<file path="src/rtl/pll_reset_sequencer.sv">
// Turns a raw PLL lock flag into N staged synchronous resets, released one at a time in index order.
// Define PLL_RESET_SEQUENCER_LOSS_COUNT_EN to build the lock-loss counter and sticky flag.
module pll_reset_sequencer #(
  parameter int unsigned N_DOMAINS     = 3,
  parameter int unsigned FILTER_CYCLES = 256,
  parameter int unsigned STAGE_GAP     = 16,
  parameter int unsigned W_LOSSCNT     = 8
) (
  input  logic                 clk,
  input  logic                 rst,
  input  logic                 pll_locked,
  output logic [N_DOMAINS-1:0] rst_out,
  output logic                 all_released,
  input  logic                 loss_clear,
  output logic [W_LOSSCNT-1:0] loss_count,
  output logic                 loss_sticky
);

  if (N_DOMAINS < 1 || N_DOMAINS > 8) begin : g_bad_n_domains
    $error("N_DOMAINS must be in 1..8");
  end
  if (FILTER_CYCLES < 1) begin : g_bad_filter_cycles
    $error("FILTER_CYCLES must be >= 1");
  end
  if (STAGE_GAP < 1) begin : g_bad_stage_gap
    $error("STAGE_GAP must be >= 1");
  end
  if (W_LOSSCNT < 1) begin : g_bad_w_losscnt
    $error("W_LOSSCNT must be >= 1");
  end

  localparam int unsigned FiltW = $clog2(FILTER_CYCLES + 1);
  localparam int unsigned GapW  = $clog2(STAGE_GAP + 1);
  localparam logic [FiltW-1:0] FiltMax = FiltW'(FILTER_CYCLES);
  localparam logic [GapW-1:0]  GapMax  = GapW'(STAGE_GAP);

  typedef enum logic [1:0] {StIdle, StFilter, StRelease, StRun} state_e;

  state_e               state_q, state_d;
  logic [1:0]           sync_q, sync_d;
  logic [FiltW-1:0]     filt_q, filt_d;
  logic [GapW-1:0]      gap_q, gap_d;
  logic [N_DOMAINS-1:0] rst_out_q, rst_out_d;
  logic                 all_rel_q, all_rel_d;
  logic                 lock_s;
  logic [GapW-1:0]      gap_inc;
  logic [N_DOMAINS-1:0] rst_shift;

  assign sync_d    = {sync_q[0], pll_locked};
  assign lock_s    = sync_q[1];
  assign gap_inc   = gap_q + GapW'(1);
  // Asserted bits always form a contiguous upper run, so a left shift frees the lowest one.
  assign rst_shift = rst_out_q << 1;

  always_comb begin
    state_d   = state_q;
    filt_d    = filt_q;
    gap_d     = gap_q;
    rst_out_d = rst_out_q;
    all_rel_d = all_rel_q;
    unique case (state_q)
      StIdle: begin
        rst_out_d = '1;
        all_rel_d = 1'b0;
        filt_d    = '0;
        gap_d     = '0;
        if (lock_s) begin
          state_d = StFilter;
          filt_d  = FiltW'(1);
        end
      end
      StFilter: begin
        if (lock_s) begin
          if (filt_q == FiltMax) begin
            state_d = StRelease;
            gap_d   = '0;
          end else begin
            filt_d = filt_q + FiltW'(1);
          end
        end
      end
      StRelease: begin
        if (lock_s) begin
          if (gap_inc == GapMax) begin
            gap_d     = '0;
            rst_out_d = rst_shift;
            if (rst_shift == '0) begin
              state_d   = StRun;
              all_rel_d = 1'b1;
            end
          end else begin
            gap_d = gap_inc;
          end
        end
      end
      StRun: begin
        rst_out_d = '0;
        all_rel_d = 1'b1;
      end
      default: state_d = StIdle;
    endcase

    // Any loss of lock after IDLE drops straight back to full reset.
    if (state_q != StIdle && !lock_s) begin
      state_d   = StIdle;
      rst_out_d = '1;
      all_rel_d = 1'b0;
      filt_d    = '0;
      gap_d     = '0;
    end
  end

  always_ff @(posedge clk) begin
    if (rst) begin
      state_q   <= StIdle;
      sync_q    <= '0;
      filt_q    <= '0;
      gap_q     <= '0;
      rst_out_q <= '1;
      all_rel_q <= 1'b0;
    end else begin
      state_q   <= state_d;
      sync_q    <= sync_d;
      filt_q    <= filt_d;
      gap_q     <= gap_d;
      rst_out_q <= rst_out_d;
      all_rel_q <= all_rel_d;
    end
  end

  assign rst_out      = rst_out_q;
  assign all_released = all_rel_q;

`ifdef PLL_RESET_SEQUENCER_LOSS_COUNT_EN
  logic [W_LOSSCNT-1:0] loss_cnt_q, loss_cnt_d;
  logic                 loss_sticky_q, loss_sticky_d;
  logic                 loss_event;

  // Only a drop out of RUN counts; aborted filter/release attempts are not losses.
  assign loss_event = (state_q == StRun) && !lock_s;

  always_comb begin
    loss_cnt_d    = loss_cnt_q;
    loss_sticky_d = loss_sticky_q;
    if (loss_event) begin
      loss_sticky_d = 1'b1;
      if (loss_clear) begin
        loss_cnt_d = W_LOSSCNT'(1);
      end else if (loss_cnt_q != '1) begin
        loss_cnt_d = loss_cnt_q + W_LOSSCNT'(1);
      end
    end else if (loss_clear) begin
      loss_cnt_d    = '0;
      loss_sticky_d = 1'b0;
    end
  end

  always_ff @(posedge clk) begin
    if (rst) begin
      loss_cnt_q    <= '0;
      loss_sticky_q <= 1'b0;
    end else begin
      loss_cnt_q    <= loss_cnt_d;
      loss_sticky_q <= loss_sticky_d;
    end
  end

  assign loss_count  = loss_cnt_q;
  assign loss_sticky = loss_sticky_q;
`else
  logic unused_loss_clear;
  assign unused_loss_clear = loss_clear;
  assign loss_count        = '0;
  assign loss_sticky       = 1'b0;
`endif

endmodule

</file>
<file path="config.mk">
export PLATFORM = sky130hd
export DESIGN_NAME = pll_reset_sequencer
export DESIGN_NICKNAME = d
export VERILOG_FILES = /design/src/rtl/pll_reset_sequencer.sv
export SDC_FILE = /design/constraint.sdc
export NUM_CORES = 1
export LEC_CHECK = 0
export CAP_MARGIN = 5
export CORE_AREA = 2 2 53 55
export CTS_CLUSTER_DIAMETER = 150
export DETAILED_ROUTE_END_ITERATION = 8
export DIE_AREA = 0 0 55 57
export PLACE_DENSITY = 0.76
export SETUP_SLACK_MARGIN = 0.5
export SLEW_MARGIN = 20
export SYNTH_ARGS = -nofsm -noshare
export SYNTH_HDL_FRONTEND = slang
export SYNTH_SLANG_ARGS = --single-unit
</file>
<file path="constraint.sdc">
create_clock -name clk -period 2.14 [get_ports clk]
set_input_delay 0.321 -clock clk [delete_from_list [all_inputs] [get_ports clk]]
set_output_delay 0.321 -clock clk [all_outputs]
set_load 0.05 [all_outputs]
</file>
# Yosys cells after proc, flatten, opt, wreduce, memory -nomap -nowiden
# Cells that the tools add are included.
# totals
inputBits,4
out_inout_bits,13
elab_cells,57
regBits,22
# op_classes
n_reduce_logical,14
add_sub_neg,2
n_eq_ne,12
muxes,23
# op_table
op,count
$mux W5,4
$mux W9,2
$pmux W9 S2,1
$pmux W5 S3,1
$ne A2 B2 Y1 const B,7
$mux W2,6
$add A9 B1 Y9 const B,1
$eq A9 B9 Y1 const B,1
$pmux W3 S3,1
$reduce_and A4 Y1,2
$reduce_and A7 Y1,1
$mux W3,2
$pmux W2 S3,1
$reduce_and A3 Y1,2
$reduce_bool A3 Y1,2
$add A5 B1 Y5 const B,1
$eq A5 B5 Y1 const B,1
$eq A2 B2 Y1 const B,2
$mux W1,4
$reduce_bool A2 Y1,2
$logic_not A3 Y1,1
$pmux W1 S3,1
$eq A2 B1 Y1 const B,1
$logic_not A2 Y1,1
other kinds (3),3

# Longest topological paths before layout
# Gate-level depths: netlist of the first run.
# depth
word_depth,5
depth_mapped,8
ltp_nobuf,7

# Worst setup path before layout of the first run
# Ideal clock, no wire load.
# synth_timing
path_type,register to register
from,register gap_q[0]
to,register rst_out_q[1] (netlist: rst_out[1])
arrival_ns,1.446
period_less_slack_ns,1.568
n_path_buf,1
setup_time_ns,0.122
stages_incl_launch_ff,7
setup_slack_ns,0.572
required_ns,2.018
cell_sequence,dfxtp_1 ha_1 and2_1 clkbuf_1 nand3_1 a21o_1 a221o_1
# synth_via
elab_chain_len,4
# synth_lines
item,line_no,text
start: declaration,42,"logic [GapW-1:0] gap_q, gap_d;"
start signal: assignment,125,gap_q <= gap_d;
$add A5 B1 Y5,51,assign gap_inc = gap_q + GapW'(1);
$eq A5 B5 Y1,84,if (gap_inc == GapMax) begin
$ne A2 B2 Y1 (no source line),-,
$reduce_and A3 Y1 (no source line),-,
end signal: assignment,126,rst_out_q <= rst_out_d;
end: declaration,43,"logic [N_DOMAINS-1:0] rst_out_q, rst_out_d;"
# Every way passes these cells.
# A chain may end at the register's enable or synchronous reset.

# Final worst setup path of the first run
# layout_timing
from,register filt_q[2]
to,register gap_q[0]
# layout_via
elab_chain_len,3
# layout_lines
item,line_no,text
start: declaration,41,"logic [FiltW-1:0] filt_q, filt_d;"
start signal: assignment,124,filt_q <= filt_d;
$eq A9 B9 Y1,74,if (filt_q == FiltMax) begin
$ne A2 B2 Y1 (no source line),-,
$reduce_and A4 Y1 (no source line),-,
# Every way passes these cells.

==> flow_summary.json, run 1 <==
{
  "busiest_layer": "met2",
  "fin_crit_sh": 0.741,
  "antenna_left": 0,
  "num_vias": 1123,
  "utilization": 0.607,
  "start_util": 0.509,
  "multi_input_area_sq_um": 878,
  "grt.met1_usage": 0.249,
  "drt-pass1-iter-count": 4,
  "final_common_cell": "dfxtp_1",
  "dieArea_sq_um": 3140,
  "grt_max_degree": 14,
  "critPathCaptureType": "flip-flop",
  "slew_viol_final": 0,
  "numCtsBuffers": 3,
  "num-fill-cells": 232,
  "drc_errors": 0,
  "ys_ff_latch": 22,
  "cts_buffer_depth": 2,
  "fin_ws_ps": 554,
  "cts_num_sinks": 22,
  "core_area_sq_um": 2620,
  "fin_nets": 178,
  "yosysSeqAreaShare": 0.331,
  "reg2reg_from": "filt_q[2]",
  "muxShareOfSynthArea": 0.0235,
  "syn_area_sq_um": 1330,
  "hold_start": "sync_q[0]",
  "synth.avg_cell_area_sq_um": 8.75,
  "hpwl_mm": 1.75,
  "rows": 19,
  "h-tree-depth": 1,
  "required_ps": 2350,
  "total_power_mw": 1.41,
  "hold_ws_ps": 455,
  "drt-initial-drc-count": 36,
  "synthXorXnorAreaFrac": 0.0461,
  "synth_edf_count": 0,
  "met3_usage": 0.0262,
  "p_int_uw": 871,
  "synth_top_area_frac": 0.331,
  "synth_ff_type": "dfxtp_1",
  "cts_tree": "done",
  "mostFrequentLayoutCells": "dfxtp_1 (15), nor2_1 (14), nand2_1 (11), conb_1 (9), buf_4 (9)",
  "r2r_cells": 5,
  "gp_congestion": 0.796,
  "path_clk_slew_ps": 120,
  "die_h_microns": 57,
  "whs_endpoint": "sync_q[1]",
  "status": "finished, final reports clean",
  "tns_ps": 0,
  "power_density_nw_per_um2": 886,
  "setup_violations": 0,
  "via_per_inst": 5.73,
  "finalWirelength_mm": 2.72,
  "timing.rr.end": "gap_q[0]",
  "crit_slowest_cell": "dfxtp_1",
  "antenna_found_initial": 0,
  "maxCapViolations": 0,
  "max_freq_ghz": 0.631,
  "leakagePower_nw": 0.622,
  "num_antenna_cells": 0,
  "layout_min_cycle_time_ps": 1590,
  "netSwitchingFraction": 0.381,
  "yosys.area_share.adder": 0.0753,
  "grt-ovfl-total": 0,
  "synth_area_leaders": "dfxtp_1 (33%), ha_1 (7.5%), buf_4 (5.1%)",
  "hold_depth": 1,
  "critPathMaxFanout": 8,
  "p_clk_frac": 0.226,
  "synth.largest_area_cell": "dfxtp_1",
  "grtUsageMet2": 0.286,
  "io_buffers": 6,
  "seq_area_sq_um": 457,
  "die_x_microns": 55,
  "grt_pass1_wl_mm": 4.32,
  "cts_root_buf": "clkbuf_4",
  "synth-simple-area-share": 0.253,
  "max_stage_delay_ps": 420,
  "avgRoutedWirePerCell_microns": 13.9,
  "criticalPathCategory": "reg2reg",
  "ys_warn_count": 0,
  "rsz0062_at_grt": "true",
  "area_delta_synth_final_pct": 19.3,
  "synth-compound-area-share": 0.179,
  "pwr-share-seq": 0.350,
  "switching_power_uw": 535,
  "async_flop_share": 0,
  "track_usage": 0.183,
  "hold_viol": 0,
  "final_layout_size_suffix_gt1_frac": 0.297,
  "pre_cts_slack_ps": 401,
  "synth_top_family_by_area": "simple AND/OR/NAND/NOR gates",
  "fin_worst_skew_ps": 2.47,
  "grt_pass1_vias": 1045,
  "io_pins": 17,
  "irDropWorstVdd_uv": 647,
  "reg2reg_setup_slack_ps": 550,
  "cp_cell_sequence": "nor4_4, nand2_4, o22ai_4, mux2i_1, nor2_1",
  "hp-class": "reg2reg",
  "power.combinational.fraction": 0.424,
  "synthCells": 152,
  "startpoint_type": "flip-flop",
  "yosysUniqueCellTypes": 48,
  "cp.arrival_ps": 1800,
  "clk_latency_ps": 310
}
==> cell families (layout without fill, tap and decap cells) <==
| family | after synthesis | after routing |
|---|---|---|
| buffers and inverters | 22 | 27 |
| AOI/OAI and AO/OA | 29 | 29 |
| xor gates and xnor gates | 7 | 7 |
| muxes | 3 | 3 |
| and+or+nand+nor | 60 | 60 |
| DFF | 22 | 22 |
| other | 1 | 9 |
| adders and majority gates | 8 | 8 |
==> area by class of cell <==
class | instances | share of cell area
Clock buffer | 3 | 0.0142
Clock inverter | 1 | 0.0189
Inverter | 7 | 0.0166
Multi-Input combinational cell | 116 | 0.554
Sequential cell | 22 | 0.288
Tap cell | 31 | 0.0244
Timing Repair Buffer | 16 | 0.0844
==> power groups by stage <==
stage               clock, mW  sequential [mW]  combinational, mW
finish                  0.318            0.492              0.596
global route            0.341            0.500              0.641
CTS                     0.326            0.488              0.478
detailed placement          0            0.497              0.489
global placement            0            0.493              0.480
floorplan                   0            0.581              0.303
==> timing repair <==
action / CTS / global route
setup buffers: 1 / 8
resized for setup: 9 / 29
pin swaps: 1 / 14
setup endpoints to repair: 21 / 15
hold buffers: 0 / 0
==> synth_stat cells (3+ instances only) <==
master	number
nor2b_1	4
nor3_1	3
ha_1	8
dfxtp_1	22
clkbuf_1	4
nand2b_1	4
nand4_1	5
nand3_1	4
inv_1	7
and3_1	4
nor2_1	15
nand2_1	11
a21o_1	3
xor2_1	6
buf_4	9
a21oi_1	6
==> state kept, by name, indices dropped and copies added, names as in the netlist <==
signal and count:
filt_q 9, gap_q 5, rst_out 3, state_q 2
sync_q 2, all_released 1
==> stage by stage <==
stage | area (sq um) | std cells
2_1_floorplan | 1360 | 160
3_3_place_gp | 1370 | 183
3_5_place_dp | 1370 | 183
4_1_cts | 1440 | 188
5_1_grt | 1590 | 196
6_report | 1590 | 196
==> worst max-delay path by stage <==
stage | slack [ps] | from | cells after the start | to
after floorplan | 570 | gap_q[0] | 6 | rst_out[1]
after global placement | 450 | state_q[1] | 7 | filt_q[5]
after detailed placement | 400 | state_q[0] | 6 | gap_q[2]
after CTS | 520 | filt_q[0] | 8 | filt_q[2]
after global routing | 440 | filt_q[1] | 7 | filt_q[6]
final | 550 | filt_q[2] | 5 | gap_q[0]
==> layer usage <==
| layer | vias up | wire [microns] |
|---|---|---|
| li1 | 543 | - |
| met1 | 545 | 1210 |
| met2 | 28 | 1360 |
| met4 | 0 | 56 |
| met5 | - | 0 |
| met3 | 7 | 97 |
==> worst max-delay path: cells and delay by family, from the launching register on <==
kind | cells | cell delay (ps)
DFF | 1 | 420
and+or+nand+nor | 3 | 610
AOI/OAI and AO/OA | 1 | 220
muxes | 1 | 230
Power figures use the tool's default switching activity.
==> inputs of run 2 (changes only) <==
CORE_AREA = 2 2 56 58   (was 2 2 53 55)
DIE_AREA = 0 0 58 60   (was 0 0 55 57)
PLACE_DENSITY = 0.72   (was 0.76)
clock period = 1.35 ns   (was 2.14 ns; I/O delays follow)
==> flow_summary.json, run 2 (synthesis results as in run 1) <==
{
  "dpl_cell_area_sq_um": 1790,
  "rsz0062_at_grt": "true",
  "rows": 20,
  "leakagePower_nw": 0.816,
  "irDropWorstVdd_uv": 1060,
  "io_pins": 17,
  "violations": "setup timing",
  "reg2reg_from": "filt_q[0]",
  "largest-register": "filt_q",
  "clk_latency_ps": 320,
  "grt_pass1_vias": 1247,
  "track_usage": 0.199,
  "finalWirelength_mm": 3.15,
  "whs_endpoint": "sync_q[0]",
  "layoutNonFillerInstCount": 229,
  "power_density_nw_per_um2": 1210,
  "cts_tree": "done",
  "numCtsBuffers": 3,
  "antenna_found_initial": 0,
  "layout_min_cycle_time_ps": 1540,
  "criticalPathCategory": "reg2reg",
  "io_buffers": 6,
  "avgRoutedWirePerCell_microns": 13.8,
  "cts_root_buf": "clkbuf_4",
  "startpoint_type": "flip-flop",
  "critPathCaptureType": "flip-flop",
  "hold_depth": 2,
  "final_layout_size_suffix_gt1_frac": 0.500,
  "path_clk_slew_ps": 130,
  "reg2reg_setup_slack_ps": -190,
  "fin_worst_skew_ps": 6.32,
  "cp.arrival_ps": 1770,
  "grt_pass1_wl_mm": 5.22,
  "num_antenna_cells": 0,
  "num_vias": 1218,
  "drc_errors": 0,
  "required_ps": 1580,
  "stdcell_area_sq_um": 1980,
  "hold_viol": 0,
  "area_delta_synth_final_pct": 49.1,
  "antenna_left": 0,
  "final_common_cell": "buf_4",
  "max_freq_ghz": 0.648,
  "status": "finished, violations left",
  "drt-pass1-iter-count": 4,
  "core_area_sq_um": 2900,
  "grt_max_degree": 13,
  "drt-initial-drc-count": 47,
  "grt-ovfl-total": 0,
  "cts_num_sinks": 22,
  "timing.rr.end": "filt_q[5]",
  "largest_reg_flops": 9,
  "hpwl_mm": 2.31,
  "dp_cells": 216,
  "r2r_cells": 7,
  "mostFrequentLayoutCells": "buf_4 (36), nor2_1 (13), conb_1 (9), dfxtp_2 (9), dfxtp_1 (9)",
  "hold_start": "pll_locked",
  "fin_ws_ps": -194,
  "fin_crit_sh": 1.14,
  "h-tree-depth": 1,
  "setup_violations": 19,
  "slew_viol_final": 0,
  "fin_nets": 209,
  "maxCapViolations": 0,
  "hp-class": "in2reg",
  "die_x_microns": 58,
  "cts_buffer_depth": 2,
  "critPathMaxFanout": 8,
  "crit_path_start": "filt_q[0]",
  "die_h_microns": 60,
  "gp_congestion": 0.787,
  "dieArea_sq_um": 3480,
  "start_util": 0.458,
  "via_per_inst": 5.32
}
[run 2: changes by cell type in the layout (fill, tap and decap cells not counted), sizes merged]
cell         change
buf             +35
bufinv           -1
dlygate4sd2      -4
clkbuf           +1
[run 2: worst max-delay path by stage]
stage                endpoint  cells past startpoint
detailed placement  filt_q[5]                      7
finish              filt_q[5]                      7
CTS                 filt_q[5]                      7
floorplan           filt_q[5]                      7
global placement    filt_q[0]                      8
global route        filt_q[5]                      7
[run 2: final cells by class]
| type | count | area, sq um |
|---|---|---|
| fillers | 228 | 920 |
| inverters | 7 | 31.3 |
| well taps | 33 | 41.3 |
| flip-flops and latches | 22 | 467 |
| repair buffers | 47 | 427 |
| multi-input cells | 116 | 991 |
| clock buffers | 4 | 26.3 |
[run 2: through the flow]
stage / power (mW) / util / hold slack, ps / setup TNS, ps / setup WS (ps)
2_1_floorplan: 1.56 / - / 274 / -898 / -139
3_3_place_gp: 1.91 / 0.618 / 421 / -2360 / -177
3_5_place_dp: 1.95 / 0.618 / 442 / -2980 / -222
4_1_cts: 2.39 / 0.669 / 437 / -2230 / -184
5_1_grt: 2.53 / 0.683 / 475 / -3790 / -282
6_report: 2.41 / 0.683 / 442 / -2380 / -194
[run 2: repair_timing]
item,in CTS,in global routing
buffers inserted,6,3
gates resized for setup,20,5
endpoints found under the setup margin,24,24
hold buffers,0,0
pin swaps,16,7
cloned,0,0
[run 2: worst max-delay path: stages (launching register included)]
cell,delay (ps)
dfxtp_2,370
inv_2,50
ha_4,140
and4bb_2,260
a21oi_4,230
and4_1,250
xnor2_1,120
nor2_1,50
[run 2: metal layers]
metal | share of wire | track usage
met3 | 0.030 | 0.0325
met2 | 0.56 | 0.372
met1 | 0.39 | 0.203
met5 | 0 | 0
met4 | 0.028 | 0.130
[run 2: report_power, final]
part           internal [mW]  switching [mW]
clock                  0.116           0.211
sequential             0.728          0.0994
combinational          0.610           0.642
total                   1.45           0.952
==> inputs of run 3 (changes only) <==
HOLD_SLACK_MARGIN = 0.08   (was not set)
==> results of run 3 <==
Same layout as run 2: the final DEF is identical, and so are final timing and power.
